$ cat src/rtl/spi_dac_rx.sv
// spi_dac_rx: SPI responder mirroring the DAC input stage; LD-gated sample load.
// Define SPI_DAC_RX_AUTOLOAD_EN to load directly on a valid CS rise and ignore LD.
module spi_dac_rx #(
    parameter int FRAME_BITS  = 16,
    parameter int DATA_W      = 10,
    parameter int DATA_LSB    = 2,
    parameter int SYNC_STAGES = 2
) (
    input  logic              sysclk,
    input  logic              reset,
    input  logic              spi_sdi,
    input  logic              spi_sck,
    input  logic              spi_cs,
    input  logic              spi_ld,
    output logic [DATA_W-1:0] data_out,
    output logic [3:0]        cfg_out,
    output logic              data_valid,
    output logic              frame_err,
    output logic              busy
);
    localparam int CW = $clog2(FRAME_BITS + 2);
    typedef enum logic [1:0] {IDLE, SHIFT, HOLD} state_t;
    // Synchronisers are left unreset so a reset with CS held low cannot fake a CS edge afterwards.
    logic [SYNC_STAGES-1:0] sdi_q, sck_q, cs_q, ld_q;
    logic sck_d, cs_d, ld_d;
    logic sdi_s, sck_s, cs_s, ld_s;
    assign sdi_s = sdi_q[SYNC_STAGES-1];
    assign sck_s = sck_q[SYNC_STAGES-1];
    assign cs_s  = cs_q[SYNC_STAGES-1];
    assign ld_s  = ld_q[SYNC_STAGES-1];
    always_ff @(posedge sysclk) begin
        sdi_q <= {sdi_q[SYNC_STAGES-2:0], spi_sdi};
        sck_q <= {sck_q[SYNC_STAGES-2:0], spi_sck};
        cs_q  <= {cs_q[SYNC_STAGES-2:0], spi_cs};
        ld_q  <= {ld_q[SYNC_STAGES-2:0], spi_ld};
        sck_d <= sck_s;
        cs_d  <= cs_s;
        ld_d  <= ld_s;
    end
    logic sck_rise, cs_fall, cs_rise, ld_fall, sdi_bit;
    always_ff @(posedge sysclk) begin
        sdi_bit <= sdi_s;
        if (reset) begin
            sck_rise <= 1'b0;
            cs_fall  <= 1'b0;
            cs_rise  <= 1'b0;
            ld_fall  <= 1'b0;
            busy     <= 1'b0;
        end else begin
            sck_rise <= sck_s & ~sck_d;
            cs_fall  <= ~cs_s & cs_d;
            cs_rise  <= cs_s & ~cs_d;
            ld_fall  <= ~ld_s & ld_d;
            busy     <= ~cs_s;
        end
    end
    state_t                state;
    logic [CW-1:0]         cnt, cnt_nxt;
    logic [FRAME_BITS-1:0] shreg, sh_nxt;
    logic                  frame_ok;
    always_comb begin
        sh_nxt   = sck_rise ? {shreg[FRAME_BITS-2:0], sdi_bit} : shreg;
        cnt_nxt  = (sck_rise && cnt != CW'(FRAME_BITS + 1)) ? cnt + CW'(1) : cnt;
        frame_ok = cnt_nxt == CW'(FRAME_BITS);
    end
`ifdef SPI_DAC_RX_AUTOLOAD_EN
    logic unused_ld;
    assign unused_ld = ld_fall;
    always_ff @(posedge sysclk) begin
        if (reset) begin
            state      <= IDLE;
            cnt        <= '0;
            shreg      <= '0;
            data_out   <= '0;
            cfg_out    <= 4'b0011;
            data_valid <= 1'b0;
            frame_err  <= 1'b0;
        end else begin
            data_valid <= 1'b0;
            frame_err  <= 1'b0;
            case (state)
                IDLE: if (cs_fall) begin
                    cnt   <= '0;
                    state <= SHIFT;
                end
                SHIFT: begin
                    shreg <= sh_nxt;
                    cnt   <= cnt_nxt;
                    if (cs_rise) begin
                        state      <= IDLE;
                        frame_err  <= ~frame_ok;
                        data_valid <= frame_ok;
                        if (frame_ok) begin
                            data_out <= sh_nxt[DATA_LSB +: DATA_W];
                            cfg_out  <= sh_nxt[FRAME_BITS-1 -: 4];
                        end
                    end
                end
                default: state <= IDLE;
            endcase
        end
    end
`else
    logic [FRAME_BITS-1:0] hold;
    logic                  pending, ld_late;
    always_ff @(posedge sysclk) begin
        if (reset) begin
            state      <= IDLE;
            cnt        <= '0;
            shreg      <= '0;
            hold       <= '0;
            pending    <= 1'b0;
            ld_late    <= 1'b0;
            data_out   <= '0;
            cfg_out    <= 4'b0011;
            data_valid <= 1'b0;
            frame_err  <= 1'b0;
        end else begin
            data_valid <= 1'b0;
            frame_err  <= 1'b0;
            case (state)
                IDLE: if (cs_fall) begin
                    cnt   <= '0;
                    state <= SHIFT;
                end
                SHIFT: begin
                    shreg <= sh_nxt;
                    cnt   <= cnt_nxt;
                    if (cs_rise && !frame_ok) begin
                        frame_err <= 1'b1;
                        state     <= IDLE;
                    end else if (cs_rise) begin
                        hold    <= sh_nxt;
                        pending <= 1'b1;
                        ld_late <= ld_fall;
                        state   <= HOLD;
                    end
                end
                HOLD: if ((ld_fall || ld_late) && pending) begin
                    data_out   <= hold[DATA_LSB +: DATA_W];
                    cfg_out    <= hold[FRAME_BITS-1 -: 4];
                    data_valid <= 1'b1;
                    pending    <= 1'b0;
                    ld_late    <= 1'b0;
                    cnt        <= '0;
                    state      <= cs_fall ? SHIFT : IDLE;
                end else if (cs_fall) begin
                    frame_err <= 1'b1;
                    cnt       <= '0;
                    state     <= SHIFT;
                end
                default: state <= IDLE;
            endcase
        end
    end
`endif
endmodule

$ cat config.mk
export PLATFORM = sky130hd
export DESIGN_NAME = spi_dac_rx
export DESIGN_NICKNAME = d
export VERILOG_FILES = /design/src/rtl/spi_dac_rx.sv
export SDC_FILE = /design/constraint.sdc
export NUM_CORES = 1
export LEC_CHECK = 0
export ABC_AREA = 1
export CORE_ASPECT_RATIO = 1.5
export CORE_MARGIN = 2
export CORE_UTILIZATION = 57
export CTS_CLUSTER_SIZE = 16
export DETAILED_ROUTE_END_ITERATION = 10
export PLACE_DENSITY = 0.81
export RECOVER_POWER = 25
export SLEW_MARGIN = 20
export SYNTH_ARGS = -nofsm -noshare
export SYNTH_HDL_FRONTEND = slang
export SYNTH_SLANG_ARGS = --single-unit
$ cat constraint.sdc
create_clock -name sysclk -period 2.05 [get_ports sysclk]
set_input_delay 0.205 -clock sysclk [delete_from_list [all_inputs] [get_ports sysclk]]
set_output_delay 0.205 -clock sysclk [all_outputs]
set_load 0.005 [all_outputs]
# ---- Word level (Yosys, flattened, before mapping)
# Index checks and enable logic that the tools add are counted.
dict set report word_totals {
  reg_bits 74
  out_inout_bits 17
}
dict set report classes {
  n_eq_ne 8
  bitwise 10
  n_reduce_logical 12
  n_mux 23
  add_sub_neg 1
}
# operator n
set ops {}
lappend ops {{16-bit 2-to-1 mux} 1}
lappend ops {{5-bit 2-to-1 mux} 3}
lappend ops {{5-bit one-hot mux with 3 select lines} 1}
lappend ops {{1-bit 2-to-1 mux} 10}
lappend ops {{2-bit 2-to-1 mux} 4}
lappend ops {{2-bit inequality test (second input constant)} 3}
lappend ops {{1-bit inverter} 6}
lappend ops {{1-bit one-hot mux with 2 select lines} 3}
lappend ops {{2-bit one-hot mux with 3 select lines} 1}
lappend ops {{5-bit by 1-bit adder with 5-bit output (second input constant)} 1}
lappend ops {{5-bit == test (second input constant)} 1}
lappend ops {{5-bit inequality test (second input constant)} 1}
lappend ops {{1-bit AND} 4}
lappend ops {{4-bit AND reduction} 1}
lappend ops {{1-bit logical AND} 3}
lappend ops {{3-bit inequality test (second input constant)} 1}
lappend ops {{3-bit AND reduction} 1}
lappend ops {{3-bit nonzero test} 1}
lappend ops {{2-bit by 1-bit == test with 1-bit output (second input constant)} 1}
lappend ops {{2-bit == test (second input constant)} 1}
lappend ops {{2-bit logical NOT} 1}
lappend ops {{2-bit AND reduction} 1}
lappend ops {{2-bit nonzero test} 1}
lappend ops {{2-bit OR reduction} 1}
lappend ops {{2 further kinds} 2}

# ---- Logic depth before layout (Yosys ltp)
# Gate-level depths: netlist of run 1.
dict set report depth {
  depth_word 8
  depth_mapped 17
  depth_no_buf 16
}

# ---- Least setup slack after synthesis of run 1
# Ideal clock, no wire load.
dict set report synth_path {
  path_kind {flip-flop to flip-flop}
  from {register cnt[1]}
  to {register hold[10]}
  path_stages_with_launch 16
  t_required_ns 1.940
  slack_ns 0.398
  synth_period_minus_slack_ns 1.652
  t_arrival_ns 1.542
  path_cell_list {dfxtp_1 > inv_1 > ha_1 > nand2_1 > inv_1 > nand2_1 > nand3_1 > nand2_1 > nand2_1 > inv_2 > nand3_2 > inv_2 > buf_2 > nand3_1 > nand2_1 > nor2_1}
}
dict set report synth_via {
  elab_chain_cells 8
}
# item line_no
set synth_lines {}
lappend synth_lines {{start: declaration} 58} ;# logic [CW-1:0] cnt, cnt_nxt;
lappend synth_lines {{start signal: assignment} 128} ;# cnt <= cnt_nxt;
lappend synth_lines {{branches (longest 2 deep; another with 5-bit by 1-bit adder with 5-bit output)} n/a}
lappend synth_lines {{5-bit 2-to-1 mux *} 63} ;# cnt_nxt = (sck_rise && cnt != CW'(FRAME_BITS + 1)) ? cnt + CW'(1) : cnt;
lappend synth_lines {{5-bit == test *} 64} ;# frame_ok = cnt_nxt == CW'(FRAME_BITS);
lappend synth_lines {{1-bit logical NOT *} 129} ;# if (cs_rise && !frame_ok) begin
lappend synth_lines {{1-bit logical AND *} 129}
lappend synth_lines {{1-bit inverter (no source line) *} n/a}
lappend synth_lines {{3-bit AND reduction (no source line) *} n/a}
lappend synth_lines {{end signal: assignment} 133} ;# hold <= sh_nxt;
lappend synth_lines {{end: declaration} 104} ;# logic [FRAME_BITS-1:0] hold;
# Mark *: on every way between the ends.
# A chain may end at the register's enable or synchronous reset.

# ---- Final worst setup path of run 1
dict set report layout_path {
  from {register cnt[0]}
  to {register hold[9]}
}
# Same word-level chain as after synthesis.

==> results of run 1 <==
-- sequential cells by signal, indices dropped and copies added, names as in the netlist, 2 cells and up, named ones only --
signal,flops
ld_q,2
cs_q,2
data_out,10
cnt,5
sck_q,2
hold,14
state,2
sdi_q,2
cfg_out,4
shreg,14
-- cells in the mapped netlist --
master    number  area share, %
dfxtp_1       72             50
nand2_1       71            9.2
nor2_1        60            7.8
inv_1         48            6.2
o21ai_0       32            5.5
a21oi_1       25            4.3
nand3_1       21            3.6
mux2i_1       14            4.8
clkbuf_1      10            1.3
ha_1           7            3.0
nor3_1         3           0.52
buf_1          2           0.26
buf_2          2           0.35
inv_2          2           0.26
buf_4          1           0.26
buf_6          1           0.39
nand2_4        1           0.39
nand3_2        1           0.35
nand3b_1       1           0.26
nor2_2         1           0.22
nor4_1         1           0.22
o211ai_1       1           0.26
o21a_1         1           0.26
o21bai_1       1           0.26
xor2_1         1           0.30
-- logic make-up after synthesis --
| group | Yosys count |
|---|---|
| xor+xnor | 1 |
| buf+inv | 66 |
| flops | 72 |
| simple gates | 160 |
| compound gates | 60 |
| fa+ha+maj | 7 |
| mux | 14 |
-- report_power, final --
| part | switching (uW) | total [uW] | internal (uW) |
|---|---|---|---|
| Combinational | 63.2 | 100 | 37.2 |
| Sequential | 12.9 | 1430 | 1420 |
| Clock | 534 | 1220 | 686 |
| Total | 610 | 2750 | 2140 |
-- layer usage --
metal / routed length (um) / global-route usage [%] / up-vias
met2: 2910 / 39.3 / 31
met3: 151 / 5.45 / 14
met5: 0 / 0 / -
met1: 2350 / 22.1 / 1103
li1: - / - / 1240
met4: 138 / 13.0 / 0
-- critical path, delay by kind of cell (launching register included) --
kind                     cells  cell delay [ns]
AND/OR/NAND/NOR             10             0.90
flip-flops                   1             0.41
adder cells (fa/ha/maj)      1             0.18
buffers and inverters        4             0.29
-- metrics by stage --
| stage | hold WS, ns | power [uW] | cell area (um2) | instances | setup slack, ns |
|---|---|---|---|---|---|
| 5_1_grt | 0.340 | 2850 | 3400 | 475 | 0.000455 |
| 3_5_place_dp | 0.314 | 1570 | 3180 | 459 | 0.121 |
| 3_3_place_gp | 0.310 | 1560 | 3180 | 459 | 0.219 |
| 4_1_cts | 0.279 | 2780 | 3400 | 475 | 0.0908 |
| 2_1_floorplan | 0.233 | 1530 | 2900 | 380 | 0.398 |
| 6_report | 0.327 | 2750 | 3400 | 475 | 0.202 |
-- layout make-up --
type                       instances  area share (%)
sequential                        72            42.4
multi-input combinational        242            35.2
timing repair buffer              29            7.80
inverter                          50            5.67
clock buffer                       9            3.64
clock inverter                     7            2.80
tap                               66            2.43
-- worst paths after layout --
check                                          from                    to  slack [ns]  depth (start not counted)
worst min register to register     sck_q[0]$_DFF_P_      sck_q[1]$_DFF_P_        0.33                          0
worst min-delay path               sck_q[0]$_DFF_P_      sck_q[1]$_DFF_P_        0.33                          0
worst max-delay path            cnt[0]$_SDFFE_PP0P_  hold[9]$_SDFFE_PP0P_        0.20                         15
worst max register to register  cnt[0]$_SDFFE_PP0P_  hold[9]$_SDFFE_PP0P_        0.20                         15
==> flow_summary.json, run 1 <==
{
  "setup_viol": 0,
  "grt_max_degree": 28,
  "yosys.area_share.adder_pct": 3.02,
  "synth_compound_area_share_pct": 10.6,
  "area_growth_pct": 17.2,
  "worstHoldPathType": "flip-flop to flip-flop",
  "maxSlewViolCount": 0,
  "fill_cells": 386,
  "fp.dieH_um": 91.4,
  "p_leak_uw": 0.00143,
  "synth-seq-cells": 72,
  "clockBufferDepth": 2,
  "dp_hpwl_um": 3810,
  "fin_util_pct": 70.1,
  "irDropWorstVdd_mv": 0.698,
  "gp_congestion": 0.849,
  "cts_buffers": 9,
  "route.detailed.drc": 0,
  "worstMarginPinSlew_ns": 0.735,
  "final-seq-area_um2": 1440,
  "synth-warning-count": 0,
  "syn-cell-area_um2": 2900,
  "vias": 2388,
  "maxCapViolCount": 0,
  "core_area_um2": 4850,
  "crit_slowest_cell": "dfxtp_1",
  "rows": 31,
  "drt-pass1-iter-count": 4,
  "holdBufCountCts": 0,
  "path_common_cell": "nand2_1",
  "max_freq_ghz": 0.541,
  "io_pins": 23,
  "start_util_pct": 59.8,
  "fin_crit_sh_pct": 90.1,
  "synthesis.nets": 393,
  "diodes": 0,
  "crit_path_start_kind": "flip-flop",
  "routed_via_density": 5.03,
  "routed_wl_um": 5550,
  "grt_pass1_vias": 2312,
  "synth_xor_area_share_pct": 0.302,
  "fin_crit_ns": 1.85,
  "synth_top_family_by_area": "simple AND/OR/NAND/NOR gates",
  "overflow": 0,
  "relSlewSlack_pct": 51.0,
  "htreeDepth": 3,
  "finalHoldViolCount": 0,
  "clock-sinks": 72,
  "cp_max_fo": 15,
  "tritoncts": "built",
  "die_area_um2": 5690,
  "drt_iter0_drc": 101,
  "netlist-cell-type-count": 25,
  "nNetsFinal": 417,
  "post_cts_buffers": 0,
  "layout_common_cells": "71 x nand2_1, 71 x dfxtp_1, 60 x nor2_1",
  "fin_worst_skew_ns": 0.00936,
  "rsz0062_at_grt": "no",
  "cts_resized": 0,
  "layout-drive-gt1-share_pct": 6.60,
  "synthSimpleGateAreaFrac_pct": 22.5,
  "die_w_um": 62.2,
  "multi_input_area_um2": 1200,
  "grt_pass1_wl_um": 9760,
  "power_density_nw_per_um2": 810,
  "antenna_found_initial": 0,
  "arrival_ns": 2.14,
  "io_buffer_count": 22,
  "status": "finished clean",
  "cts_root_buffer": "clkbuf_8",
  "synth_mux_area_share_pct": 4.83,
  "tns_ns": 0,
  "antenna_left": 0,
  "crit_type": "flip-flop to flip-flop",
  "seq_area_frac_synth_pct": 49.7,
  "clk_latency_ns": 0.36,
  "crit_chain": "ha_1 > nand2_1 > inv_1 > nand2_1 > nand2_1 > nand2_1 > nand2_1 > nand2_1 > inv_2 > nand3_2 > inv_6 > nand2_4 > nand2_1 > inv_1 > nor2_1",
  "critical_path.max_stage_delay_ns": 0.41,
  "crit_path_end_kind": "flip-flop",
  "syn_inst": 380,
  "track_usage_pct": 21.7,
  "clk_pin_slew_worst_paths_ns": 0.08,
  "cp.required_ns": 2.34,
  "syn_area_per_cell_um2": 7.63,
  "wire_per_inst_um": 11.7
}
Note: power is estimated with default switching activity, not from simulation.
==> run 2, diff against run 1 <==
--- a/config.mk
+++ b/config.mk
@@ -6,12 +6,14 @@
 export NUM_CORES = 1
 export LEC_CHECK = 0
 export ABC_AREA = 1
+export CELL_PAD_IN_SITES_DETAIL_PLACEMENT = 1
+export CELL_PAD_IN_SITES_GLOBAL_PLACEMENT = 2
 export CORE_ASPECT_RATIO = 1.5
 export CORE_MARGIN = 2
-export CORE_UTILIZATION = 57
+export CORE_UTILIZATION = 33
 export CTS_CLUSTER_SIZE = 16
 export DETAILED_ROUTE_END_ITERATION = 10
-export PLACE_DENSITY = 0.81
+export PLACE_DENSITY = 0.8
 export RECOVER_POWER = 25
 export SLEW_MARGIN = 20
 export SYNTH_ARGS = -nofsm -noshare
==> constraint.sdc (replaced) <==
create_clock -name sysclk -period 2.05 [get_ports sysclk]
set_input_delay 0.41 -clock sysclk [delete_from_list [all_inputs] [get_ports sysclk]]
set_output_delay 0.41 -clock sysclk [all_outputs]
set_load 0.005 [all_outputs]
==> run 2 against run 1 <==
Net effect:
- register-to-register slack gained 0.04 ns
- die area grew 68%
- clock power grew 43%
- sequential cell count is the same
- sequential share of layout area shrank 2.2 points
- total power grew 19%
- critical endpoint is now hold[15]$_SDFFE_PP0P_
- first-iteration DRC count shrank 41%
- critical path depth grew 1
- sequential power is essentially flat
- worst hold slack lost 0.0018 ns
- via count grew 0.75%
- maximum frequency grew 2.2%
==> flow_summary.json, run 2 (synthesis gave the netlist of run 1 again) <==
{
  "track_usage_pct": 15.7,
  "status": "finished clean",
  "nNetsFinal": 417,
  "power_density_nw_per_um2": 917,
  "p_leak_uw": 0.00148,
  "routed_wl_um": 6710,
  "clkPwrFrac_pct": 53.2,
  "timing.final.ws_setup_ns": 0.242,
  "p_int_uw": 2640,
  "antenna_found_initial": 0,
  "overflow": 0,
  "grt_pass1_wl_um": 11500,
  "finalHoldViolCount": 0,
  "core_area_um2": 8460,
  "holdBufCountCts": 0,
  "post_cts_buffers": 0,
  "fp.dieH_um": 119,
  "rsz0062_at_grt": "no",
  "pwr-share-comb_pct": 3.1,
  "post-place-ws_ns": 0.0769,
  "route.detailed.drc": 0,
  "crit_chain": "inv_1 > ha_1 > nand2_1 > inv_1 > nand2_1 > nand2_1 > nand2_1 > nand2_1 > nand2_1 > inv_2 > nand3_2 > clkinv_4 > nand2_8 > nand2_1 > inv_1 > nor2_1",
  "crit_path_end_kind": "flip-flop",
  "dp_cells": 500,
  "antenna_left": 0,
  "cts_buffers": 9,
  "worstHoldPathType": "flip-flop to flip-flop",
  "routed_via_density": 4.67,
  "maxCapViolCount": 0,
  "tns_ns": 0,
  "vias": 2406,
  "crit_type": "flip-flop to flip-flop",
  "grt_max_degree": 32,
  "fin_crit_ns": 1.81,
  "tritoncts": "built",
  "arrival_ns": 2.03,
  "die_area_um2": 9570,
  "gp_congestion": 0.797,
  "critPathTopFamily": "simple AND/OR/NAND/NOR gates",
  "cp.required_ns": 2.27,
  "max_freq_ghz": 0.553,
  "dp_hpwl_um": 4800,
  "rows": 41,
  "diodes": 0,
  "fill_cells": 1038,
  "grt_pass1_vias": 2517,
  "cp_max_fo": 15,
  "irDropWorstVdd_mv": 0.567,
  "fin_util_pct": 42.4,
  "crit_path_start_kind": "flip-flop",
  "crit_slowest_cell": "dfxtp_1",
  "cp.buffers_inverters": 5,
  "io_pins": 23,
  "instances_no_fill": 515,
  "setup_viol": 0,
  "relSlewSlack_pct": 50.3,
  "clockBufferDepth": 2,
  "cts_resized": 0,
  "start_util_pct": 34.3,
  "die_w_um": 80.5,
  "clk_pin_slew_worst_paths_ns": 0.05,
  "cts_root_buffer": "clkbuf_16",
  "seq_power_share_pct": 43.7,
  "drt-pass1-iter-count": 4,
  "drt_iter0_drc": 60,
  "power.switching_uw": 652,
  "reg_top3": "hold x14, shreg x14, data_out x10",
  "maxSlewViolCount": 0,
  "worstMarginPinSlew_ns": 0.746,
  "layout-drive-gt1-share_pct": 6.37,
  "area_growth_pct": 23.6,
  "clock-sinks": 72,
  "clk_latency_ns": 0.33,
  "io_buffer_count": 22,
  "htreeDepth": 3,
  "path_common_cell": "nand2_1",
  "fin_worst_skew_ns": 0.00809,
  "fin_crit_sh_pct": 88.2,
  "wire_per_inst_um": 13.0,
  "switching_share_pct": 19.8,
  "layout_common_cells": "71 x nand2_1, 71 x dfxtp_1, 60 x nor2_1",
  "critical_path.max_stage_delay_ns": 0.37
}
## run 2: cell count changes in the layout (fill, tap and decap cells not counted), moves of 2 or more
cell,previous run,this run
clkbuf_8,9,0
inv_6,2,0
clkbuf_16,0,9
buf_4,5,3
## run 2: routing by layer
metal  global-route usage, %  part of all wire (%)  vias up
met5                       0                     0        -
met4                    9.43                   3.0        0
met3                    3.18                   2.0       13
met2                    28.2                    55       20
met1                    16.3                    41     1131
li1                        -                     -     1242
## run 2: worst paths after layout
kind | startpoint | end | slack (ns) | cells past startpoint
min reg2reg | sdi_q[0]$_DFF_P_ | sdi_q[1]$_DFF_P_ | 0.33 | 0
min | sdi_q[0]$_DFF_P_ | sdi_q[1]$_DFF_P_ | 0.33 | 0
max | cnt[1]$_SDFFE_PP0P_ | hold[15]$_SDFFE_PP0P_ | 0.24 | 16
max reg2reg | cnt[1]$_SDFFE_PP0P_ | hold[15]$_SDFFE_PP0P_ | 0.24 | 16
## run 2: worst register-to-register path, stage by stage, from the launching register on
cell	delay, ns
dfxtp_1	0.37
inv_1	0.07
ha_1	0.17
nand2_1	0.06
inv_1	0.03
nand2_1	0.12
nand2_1	0.10
nand2_1	0.10
nand2_1	0.05
nand2_1	0.07
inv_2	0.04
nand3_2	0.08
clkinv_4	0.13
nand2_8	0.14
nand2_1	0.07
inv_1	0.06
nor2_1	0.04
## run 2: final cells by class
type,count,area (um2),area share [%]
flip-flops and latches,72,1440,40.2
multi-input cells,242,1210,33.6
repair buffers,29,275,7.68
clock buffers,9,225,6.28
inverters,50,193,5.38
well taps,107,134,3.73
clock inverters,6,109,3.04
## run 2: power groups by stage
stage	Sequential [uW]	Clock [uW]	Combinational, uW
2_1_floorplan	1460	0	71.4
3_3_place_gp	1470	0	105
3_5_place_dp	1470	0	108
4_1_cts	1440	1800	109
5_1_grt	1440	1850	117
6_report	1440	1750	102
## run 2: metrics by stage
| step | power (uW) | area [um2] | hold slack [ns] |
|---|---|---|---|
| CTS | 3350 | 3580 | 0.329 |
| global placement | 1570 | 3250 | 0.310 |
| global route | 3400 | 3580 | 0.330 |
| floorplan | 1530 | 2900 | 0.310 |
| finish | 3290 | 3580 | 0.325 |
| detailed placement | 1570 | 3250 | 0.316 |
